==> config.mk <==
export PLATFORM = sky130hd
export DESIGN_NAME = segment_swapchain
export DESIGN_NICKNAME = d
export VERILOG_FILES = /design/src/rtl/params.sv /design/src/rtl/gpio_edge_sync.sv /design/src/rtl/segment_swapchain.sv
export SDC_FILE = /design/constraint.sdc
export NUM_CORES = 1
export LEC_CHECK = 0
export CAP_MARGIN = 5
export CORE_ASPECT_RATIO = 1.1
export CORE_MARGIN = 5
export CORE_UTILIZATION = 44
export DETAILED_ROUTE_END_ITERATION = 8
export PLACE_DENSITY = 0.77
export SYNTH_ARGS = -nofsm -noshare
export SYNTH_HDL_FRONTEND = slang
export SYNTH_HIERARCHICAL = 1
export SYNTH_SLANG_ARGS = --single-unit
export TNS_END_PERCENT = 20
==> constraint.sdc <==
create_clock -name CLK -period 2.39 [get_ports CLK]
set_input_delay 0.3585 -clock CLK [delete_from_list [all_inputs] [get_ports CLK]]
set_output_delay 0.3585 -clock CLK [all_outputs]
set_load 0.01 [all_outputs]
==> src/rtl/params.sv <==
// Shared types for the segment swap chain: transition modes, controller states,
// and the repeat-count sentinel.
package params;

    typedef enum logic [7:0] {
        TransSyncIdx = 8'h00,
        TransSysTime = 8'h01,
        TransGpio    = 8'h02
    } transition_mode_t;

    typedef enum logic [1:0] {
        StIdle    = 2'd0,
        StPending = 2'd1,
        StCount   = 2'd2
    } swapchain_state_t;

    localparam int unsigned RepWidth = 16;
    localparam logic [RepWidth-1:0] RepInfinite = '1;

endpackage

==> src/rtl/gpio_edge_sync.sv <==
// Two-flop synchronizer for an asynchronous trigger plus a registered rising-edge pulse.
// Compiled only when AUTD3_GPIO_TRANSITION_EN is defined.
`ifdef AUTD3_GPIO_TRANSITION_EN
module gpio_edge_sync (
    input  logic clk_i,
    input  logic rst_ni,
    input  logic gpio_i,
    output logic rise_o
);

    logic [2:0] sync_q;
    logic       rise_q;

    always_ff @(posedge clk_i or negedge rst_ni) begin
        if (!rst_ni) begin
            sync_q <= '0;
            rise_q <= 1'b0;
        end else begin
            sync_q <= {sync_q[1:0], gpio_i};
            rise_q <= sync_q[1] & ~sync_q[2];
        end
    end

    assign rise_o = rise_q;

endmodule
`endif

==> src/rtl/segment_swapchain.sv <==
// Segment transition controller: picks the swap clock for a requested segment, then counts
// loops of the new segment and raises STOP. GPIO trigger mode needs AUTD3_GPIO_TRANSITION_EN.
module segment_swapchain
    import params::*;
#(
    parameter int unsigned REP_WIDTH  = 16,
    parameter int unsigned TIME_WIDTH = 64
) (
    input  logic                  CLK,
    input  logic                  RESET_N,
    input  logic                  UPDATE,
    input  logic                  REQ_RD_SEGMENT,
    input  logic [7:0]            TRANSITION_MODE,
    input  logic [TIME_WIDTH-1:0] TRANSITION_TIME,
    input  logic [REP_WIDTH-1:0]  REP,
    input  logic [TIME_WIDTH-1:0] SYS_TIME,
    input  logic                  LOOP_END,
    input  logic                  GPIO_IN,
    output logic                  SEGMENT,
    output logic                  SWAP,
    output logic                  BUSY,
    output logic                  STOP
);

    swapchain_state_t      state_q, state_d;
    logic                  segment_q, segment_d;
    logic                  swap_q, swap_d;
    logic                  stop_q, stop_d;
    logic                  req_seg_q, req_seg_d;
    logic [7:0]            mode_q, mode_d;
    logic [TIME_WIDTH-1:0] time_q, time_d;
    logic [REP_WIDTH-1:0]  rep_q, rep_d;
    logic [REP_WIDTH-1:0]  cnt_q, cnt_d;
    logic                  gpio_rise;
    logic                  gpio_drop;
    logic                  swap_cond;

`ifdef AUTD3_GPIO_TRANSITION_EN
    gpio_edge_sync u_gpio_edge_sync (
        .clk_i  (CLK),
        .rst_ni (RESET_N),
        .gpio_i (GPIO_IN),
        .rise_o (gpio_rise)
    );
    assign gpio_drop = 1'b0;
`else
    logic unused_gpio_in;
    assign unused_gpio_in = GPIO_IN;
    assign gpio_rise      = 1'b0;
    // Without the trigger logic a GPIO request could never swap, so it is refused outright.
    assign gpio_drop      = (TRANSITION_MODE == TransGpio);
`endif

    always_comb begin
        swap_cond = 1'b1;
        case (mode_q)
            TransSyncIdx: swap_cond = LOOP_END;
            TransSysTime: swap_cond = (SYS_TIME >= time_q);
            TransGpio:    swap_cond = gpio_rise;
            default:      swap_cond = 1'b1;
        endcase
    end

    always_comb begin
        state_d   = state_q;
        segment_d = segment_q;
        swap_d    = 1'b0;
        stop_d    = stop_q;
        req_seg_d = req_seg_q;
        mode_d    = mode_q;
        time_d    = time_q;
        rep_d     = rep_q;
        cnt_d     = cnt_q;

        // A fresh request overrides whatever the current state would have done this cycle.
        if (UPDATE) begin
            req_seg_d = REQ_RD_SEGMENT;
            mode_d    = TRANSITION_MODE;
            time_d    = TRANSITION_TIME;
            rep_d     = REP;
            stop_d    = 1'b0;
            cnt_d     = '0;
            state_d   = gpio_drop ? StIdle : StPending;
        end else begin
            case (state_q)
                StPending: begin
                    if (swap_cond) begin
                        segment_d = req_seg_q;
                        swap_d    = 1'b1;
                        state_d   = (&rep_q) ? StIdle : StCount;
                    end
                end
                StCount: begin
                    if (LOOP_END) begin
                        if (cnt_q == rep_q) begin
                            stop_d  = 1'b1;
                            state_d = StIdle;
                        end else begin
                            cnt_d = cnt_q + 1'b1;
                        end
                    end
                end
                default: state_d = StIdle;
            endcase
        end
    end

    always_ff @(posedge CLK or negedge RESET_N) begin
        if (!RESET_N) begin
            state_q   <= StIdle;
            segment_q <= 1'b0;
            swap_q    <= 1'b0;
            stop_q    <= 1'b0;
            req_seg_q <= 1'b0;
            mode_q    <= '0;
            time_q    <= '0;
            rep_q     <= '0;
            cnt_q     <= '0;
        end else begin
            state_q   <= state_d;
            segment_q <= segment_d;
            swap_q    <= swap_d;
            stop_q    <= stop_d;
            req_seg_q <= req_seg_d;
            mode_q    <= mode_d;
            time_q    <= time_d;
            rep_q     <= rep_d;
            cnt_q     <= cnt_d;
        end
    end

    assign SEGMENT = segment_q;
    assign SWAP    = swap_q;
    assign BUSY    = (state_q == StPending);
    assign STOP    = stop_q;

endmodule

==> reports/metrics.csv, run 1 <==
stage;metric;value;unit
logic_synthesis;Seq/Total Area, Yosys;45.2;%
finish;P&R area growth vs syn;37.4;%
placement;GPL Wtd Cong;0.826;
power_and_ir_drop;post-layout total power;4.53;mW
drt;first-iteration detailed-routing DRC count;239;
sta;Hold Vio Cnt, Final;0;
logic_synthesis;syn_nets;855;
power_and_ir_drop;pwr dens;541;nW/um^2
min_path;hold crit path type;input port to flip-flop;
sta;worst rel slew slack;57.6;%
drt;antenna-violating nets left;0;
drt;routed wire length;14900;um
critical_path;worst endpoint data arrival time;2690;ps
placement;PortBufs;160;
clocking;CTS H-tree depth;3;
logic_synthesis;syn avg cell area;9.63;sq um
power_and_ir_drop;Lkg Pwr;3.71;nW
logic_synthesis;Synth Instances;632;
clocking;CTS Root Cell;clkbuf_16;
sta;slew at the pin closest to its max-slew limit;630;ps
logic_synthesis;EDFF count, synth;0;
clocking;clock sink count;110;
global_route;first-pass GRT wire length;25100;um
critical_path;crit path launch type;flip-flop;
finish;non-filler cells, final;998;
sta;highest clock rate;407;MHz
finish;Nets;1028;
placement;placed insts;980;
job;Maximum Capacitance Violations;0;
logic_synthesis;Synth area leader;dfrtp_1;
floorplan;num rows;45;
clocking;CTS Buf Count;9;
power_and_ir_drop;VDD IR-drop max;322;uV
drt;via density per instance;5.01;
logic_synthesis;post-synth top area share;45.2;%
finish;Fillers;1175;
clocking;clock buffer depth;2;
drt;Routed WL per cell;14.9;um
logic_synthesis;Yosys reg bits;110;
drt;DRC viols;0;
logic_synthesis;asr flop ratio synth;100;%
critical_path;crit path max fanout;3;
sta;Final TNS setup;-69.4;ps
clocking;Worst-Skew Late Latency;350;ps
floorplan;Starting Density;44.5;%
drt;router iterations before antenna repair;6;
logic_synthesis;synth cell count leaders;dfrtp_1, nand2_1, o21ai_0;
finish;fraction of layout cells with a size suffix above 1;9.51;%
floorplan;Die ar.;16300;sq um
sta;minimum clock period;2460;ps
floorplan;I/O pins;162;
global_route;gr usage total;19.0;%
global_route;pin count of the biggest net entering global routing;71;
sta;clock skew;8.14;ps
run_status;failing checks;negative setup slack;
critical_path;Worst setup EP type;flip-flop;
clocking;CTS tree;done;
critical_path;required time worst endpoint;2620;ps
logic_synthesis;Post-Syn Area;6080;sq um
global_route;total gr overflow;0;
sta;hold slack;339;ps
floorplan;Die Y;133;um
global_route;vias in the first global route;5452;
drt;via count;4996;
placement;pre-CTS WS;-679;ps
logic_synthesis;most common cell in the synthesized netlist;dfrtp_1;
global_route;initial antenna violation count;0;
finish;Ant. Diodes;0;
run_status;run status;finished with violations;
sta;final worst slack;-69.4;ps
sta;RSZ-0062 raised after global routing;yes;
placement;DP HPWL;11700;um
logic_synthesis;Unique masters post-synth;48;
critical_path;Setup CP Type;flip-flop to flip-flop;
logic_synthesis;Top FF cell, synth;dfrtp_1;
logic_synthesis;ranking of synthesized cells by area;dfrtp_1, ha_1, o21ai_0;
sta;Setup-failing EPs final;1;
floorplan;Die Wd;122;um
clocking;clk slew on worst S/H paths;80;ps
sta;Slew Viols, Final;0;
sta;Final period util;103;%
floorplan;Core ar.;13700;sq um
logic_synthesis;Yosys warning total;6;
-- worst max-delay path, cell delays in order (launching register included) --
cell and delay (ps):
dfrtp_1 380, ha_1 300, nand2b_4 150, a2111oi_4 290, o41ai_2 100, a211o_1 300, a2111oi_4 400, a21boi_2 120
o31a_1 290
-- through the flow --
step	cell area, sq um	utilization [%]
CTS	8340	60.9
floorplan	6080	-
detailed placement	8000	58.5
finish	8360	61.1
global placement	8000	58.5
global route	8360	61.1
-- kinds of logic after synthesis --
group | after synthesis | share of synthesized area [%]
xor gates and xnor gates | 30 | 4.32
muxes | 26 | 4.81
DFF | 110 | 45.2
and+or+nand+nor | 183 | 14.4
AOI/OAI and AO/OA | 130 | 12.4
buffers and inverters | 88 | 5.45
adders and majority gates | 65 | 13.4
-- path summary, 6_finish.rpt --
path                       cells after the start  startpoint          to  slack, ps
max                                            8   time_q[0]        SWAP        -70
min reg2reg                                    2        STOP        STOP        500
max in group asynchronous                      3     RESET_N   cnt_q[10]       1290
min in group asynchronous                      2     RESET_N  time_q[48]        450
max reg2reg                                    8   time_q[0]        SWAP        -70
min                                            2      UPDATE    cnt_q[8]        340
-- metal layers --
metal  track usage (%)  vias up  wire length (um)
li1                  -     2512                 -
met1              23.2     2341              6320
met2              33.3      122              7450
met3              4.03       21               794
met4              6.29        0               348
met5                 0        -                 0
-- cell usage in the layout, fill, tap and decap left out, types with 2 or more instances in the layout --
master,netlist,final
nand2b_1,2,2
nor3_1,6,6
and2_1,2,2
o21ai_1,4,4
and4_1,2,2
a21boi_0,2,2
clkbuf_8,0,2
inv_6,0,3
o21ai_0,71,71
clkbuf_16,0,9
xor2_1,2,2
a21o_1,3,3
ha_1,65,65
nand3_1,12,11
nor2_1,24,24
nor4_1,11,10
nor2b_1,6,6
buf_4,0,22
inv_1,68,68
a21oi_1,32,31
dfrtp_1,110,110
clkdlybuf4s50_1,0,157
a2111oi_4,1,2
nand4_1,21,21
xnor2_1,28,28
nand2_1,88,88
nor4_2,2,2
mux2_2,26,26
o21a_1,2,2
-- final cells by class --
class	count	area (sq um)	share of cell area, %
Multi-Input combinational cell	434	3050	36.5
Sequential cell	110	2750	32.9
Timing Repair Buffer	182	1780	21.2
Inverter	68	255	3.05
Clock buffer	11	253	3.02
Tap cell	188	235	2.81
Clock inverter	5	38.8	0.464
-- registers in the layout, indices dropped and copies added (netlist names) --
name,count
mode_q,8
rep_q,16
time_q,64
STOP,1
cnt_q,16
req_seg_q,1
SWAP,1
SEGMENT,1
state_q,2
-- power by group --
| part | internal, mW | leakage (nW) | switching (mW) |
|---|---|---|---|
| clock | 0.775 | 0.143 | 0.693 |
| sequential | 2.01 | 1.36 | 0.0747 |
| combinational | 0.536 | 2.21 | 0.437 |
-- what timing repair did --
item,4_1_cts,5_1_grt
gates cloned,0,0
buffers inserted,1,0
resized for setup,4,4
hold endpoints to repair,15,0
setup endpoints to repair,4,4
hold buffers,1,0
pin swaps,7,3
Power figures use the tool's default switching activity.
==> inputs of run 2 (changes only) <==
--- a/config.mk
+++ b/config.mk
@@ -6,8 +6,7 @@
 export NUM_CORES = 1
 export LEC_CHECK = 0
 export CAP_MARGIN = 5
-export CORE_ASPECT_RATIO = 1.1
-export CORE_MARGIN = 5
+export CORE_ASPECT_RATIO = 0.6
 export CORE_UTILIZATION = 44
 export DETAILED_ROUTE_END_ITERATION = 8
 export PLACE_DENSITY = 0.77
==> run 2 against run 1 <==
  * Largest power group unchanged
  * Clock-buffer cell count fell by 2
  * The run still ends with negative setup slack left
  * Setup slack lost 11 ps
  * Sequential power hardly changed
  * Wire length grew 6.1%
  * Non-clock buffer count down 1
  * Sequential cell count stayed put
  * Total power rose by 1.2%
  * Die area down 12%
  * Clock power about the same
  * Fmax fell by 0.43%
  * Combinational power grew 6%
  * Design area increased by 1.1%
==> reports/metrics.csv, run 2 (synthesis gave the netlist of run 1 again) <==
stage;metric;value;unit
finish;Ant. Diodes;0;
finish;Nets;1027;
floorplan;Starting Density;46.2;%
floorplan;Die Y;93.1;um
drt;router iterations before antenna repair;5;
clocking;CTS Root Cell;clkbuf_16;
global_route;first-pass GRT wire length;25600;um
placement;DP Area;7990;sq um
sta;RSZ-0062 raised after global routing;yes;
critical_path;slowest stage cell, crit path;clkdlybuf4s50_1;
finish;Largest Register;time_q;
finish;largest registers;time_q: 64 flops, cnt_q: 16 flops, rep_q: 16 flops;
critical_path;max incr delay on CP;440;ps
floorplan;Die ar.;14300;sq um
sta;clock skew;5.99;ps
power_and_ir_drop;Sw Share;28.1;%
global_route;vias in the first global route;5165;
drt;DRC viols;0;
finish;fraction of layout cells with a size suffix above 1;10.6;%
sta;slew at the pin closest to its max-slew limit;629;ps
placement;DP HPWL;11700;um
drt;routed wire length;15800;um
sta;Hold Vio Cnt, Final;0;
drt;routed metal-1 wire length;7500;um
power_and_ir_drop;Clock power frac;32.1;%
sta;Final period util;103;%
power_and_ir_drop;Seq pwr share;45.5;%
drt;antenna-violating nets left;0;
power_and_ir_drop;VDD IR-drop max;342;uV
placement;PortBufs;160;
sta;Setup-failing EPs final;2;
finish;most frequent cells in the layout;clkdlybuf4s50_1, dfrtp_1, nand2_1;
placement;placed insts;961;
clocking;Worst-Skew Late Latency;350;ps
clocking;clock sink count;110;
sta;final worst slack;-80.0;ps
critical_path;CP Cell Sequence;clkdlybuf4s50_1 > ha_1 > a21oi_1 > o21ai_1 > a221oi_2 > o211ai_1 > a2111oi_4 > a21boi_2 > buf_4 > a21o_1;
power_and_ir_drop;Int Pwr;3.29;mW
clocking;clk slew on worst S/H paths;80;ps
sta;worst rel slew slack;58.1;%
finish;non-filler cells, final;979;
power_and_ir_drop;Lkg Pwr;3.78;nW
sta;highest clock rate;405;MHz
drt;via count;5170;
finish;P&R area growth vs syn;38.9;%
placement;pre-CTS WS;-808;ps
floorplan;Core ar.;13200;sq um
finish;max reg flops;64;
sta;Slew Viols, Final;0;
critical_path;Setup CP Type;input port to flip-flop;
job;Maximum Capacitance Violations;0;
power_and_ir_drop;Comb power frac;22.4;%
critical_path;required time worst endpoint;2630;ps
global_route;total gr overflow;0;
finish;Util after Layout;64.2;%
critical_path;Buf/Inv on CP;2;
drt;highest metal used;met4;
clocking;CTS tree;done;
finish;post-route cell area;8450;sq um
critical_path;crit path max fanout;3;
sta;minimum clock period;2470;ps
drt;Met2 Wirelength;7120;um
critical_path;worst endpoint data arrival time;2710;ps
drt;via density per instance;5.28;
global_route;gr usage total;22.8;%
run_status;run status;finished with violations;
drt;WL met3;1120;um
power_and_ir_drop;Switch Pwr;1.29;mW
placement;GPL Wtd Cong;0.888;
critical_path;Worst setup EP type;flip-flop;
global_route;pin count of the biggest net entering global routing;120;
clocking;CTS Buf Count;9;
min_path;hold crit path type;input port to asynchronous set/reset pin;
critical_path;Critical Path Stages;10;
power_and_ir_drop;pwr dens;542;nW/um^2
drt;Routed WL per cell;16.2;um
floorplan;Die Wd;154;um
clocking;clock buffer depth;2;
floorplan;I/O pins;162;
floorplan;num rows;32;
clocking;CTS H-tree depth;3;
global_route;initial antenna violation count;0;
critical_path;largest delay contributor family on the critical path;compound AO/OA/AOI/OAI gates;
drt;first-iteration detailed-routing DRC count;328;
run_status;failing checks;negative setup slack;
critical_path;crit path launch type;input port;
critical_path;worst r2r path cells;9;
finish;commonest non-fill, non-tap cell in the layout;clkdlybuf4s50_1;
==> run 2: cell count changes in the layout (fill, tap and decap cells not counted), sizes merged <==
cell           delta
dlymetal6s2s      +6
clkinv            +2
clkbuf            -2
dlygate4sd3       -1
clkdlybuf4s50     -6
==> run 2: area by class of cell <==
type	count	area, sq um
fill	1066	4720
multi-input combinational	434	3150
clock inverter	7	65.1
clock buffer	9	225
timing repair buffer	181	1790
tap	170	213
inverter	68	255
sequential	110	2750
==> run 2: path summary, 6_finish.rpt <==
| kind | startpoint | end | slack, ps |
|---|---|---|---|
| worst max-delay path | SYS_TIME[55] | state_q[1] | -80 |
| worst min-delay path | RESET_N | time_q[1] | 60 |
| worst max register to register | time_q[0] | state_q[1] | -30 |
| worst min register to register | req_seg_q | req_seg_q | 520 |
| max in group asynchronous | RESET_N | rep_q[6] | 1830 |
| min in group CLK | req_seg_q | req_seg_q | 520 |
==> run 2: power groups by stage <==
stage,registers [mW],clock network (mW),logic (mW)
after floorplan,2.10,0,0.479
after global placement,2.11,0,0.919
after detailed placement,2.12,0,0.966
after CTS,2.09,1.51,1.01
after global routing,2.10,1.58,1.15
final,2.09,1.47,1.03
==> run 2: layer usage <==
| layer | GRT usage (%) | vias up |
|---|---|---|
| li1 | - | 2517 |
| met1 | 31.9 | 2452 |
| met2 | 36.9 | 194 |
| met3 | 4.91 | 7 |
| met4 | 3.42 | 0 |
| met5 | 0 | - |
==> run 2: timing repair <==
action,4_1_cts,5_1_grt
gates resized for setup,13,11
setup endpoints to repair,4,4
setup buffers,2,1
hold buffers,0,0
pin swaps,16,14
==> run 2: through the flow <==
step | hold WS [ps] | TNS, ps | power, mW
floorplan | 62.9 | 0 | 2.58
global placement | 478 | -2570 | 3.03
detailed placement | 492 | -3040 | 3.09
CTS | 113 | -145 | 4.60
global route | 109 | -293 | 4.83
finish | 55.9 | -139 | 4.58
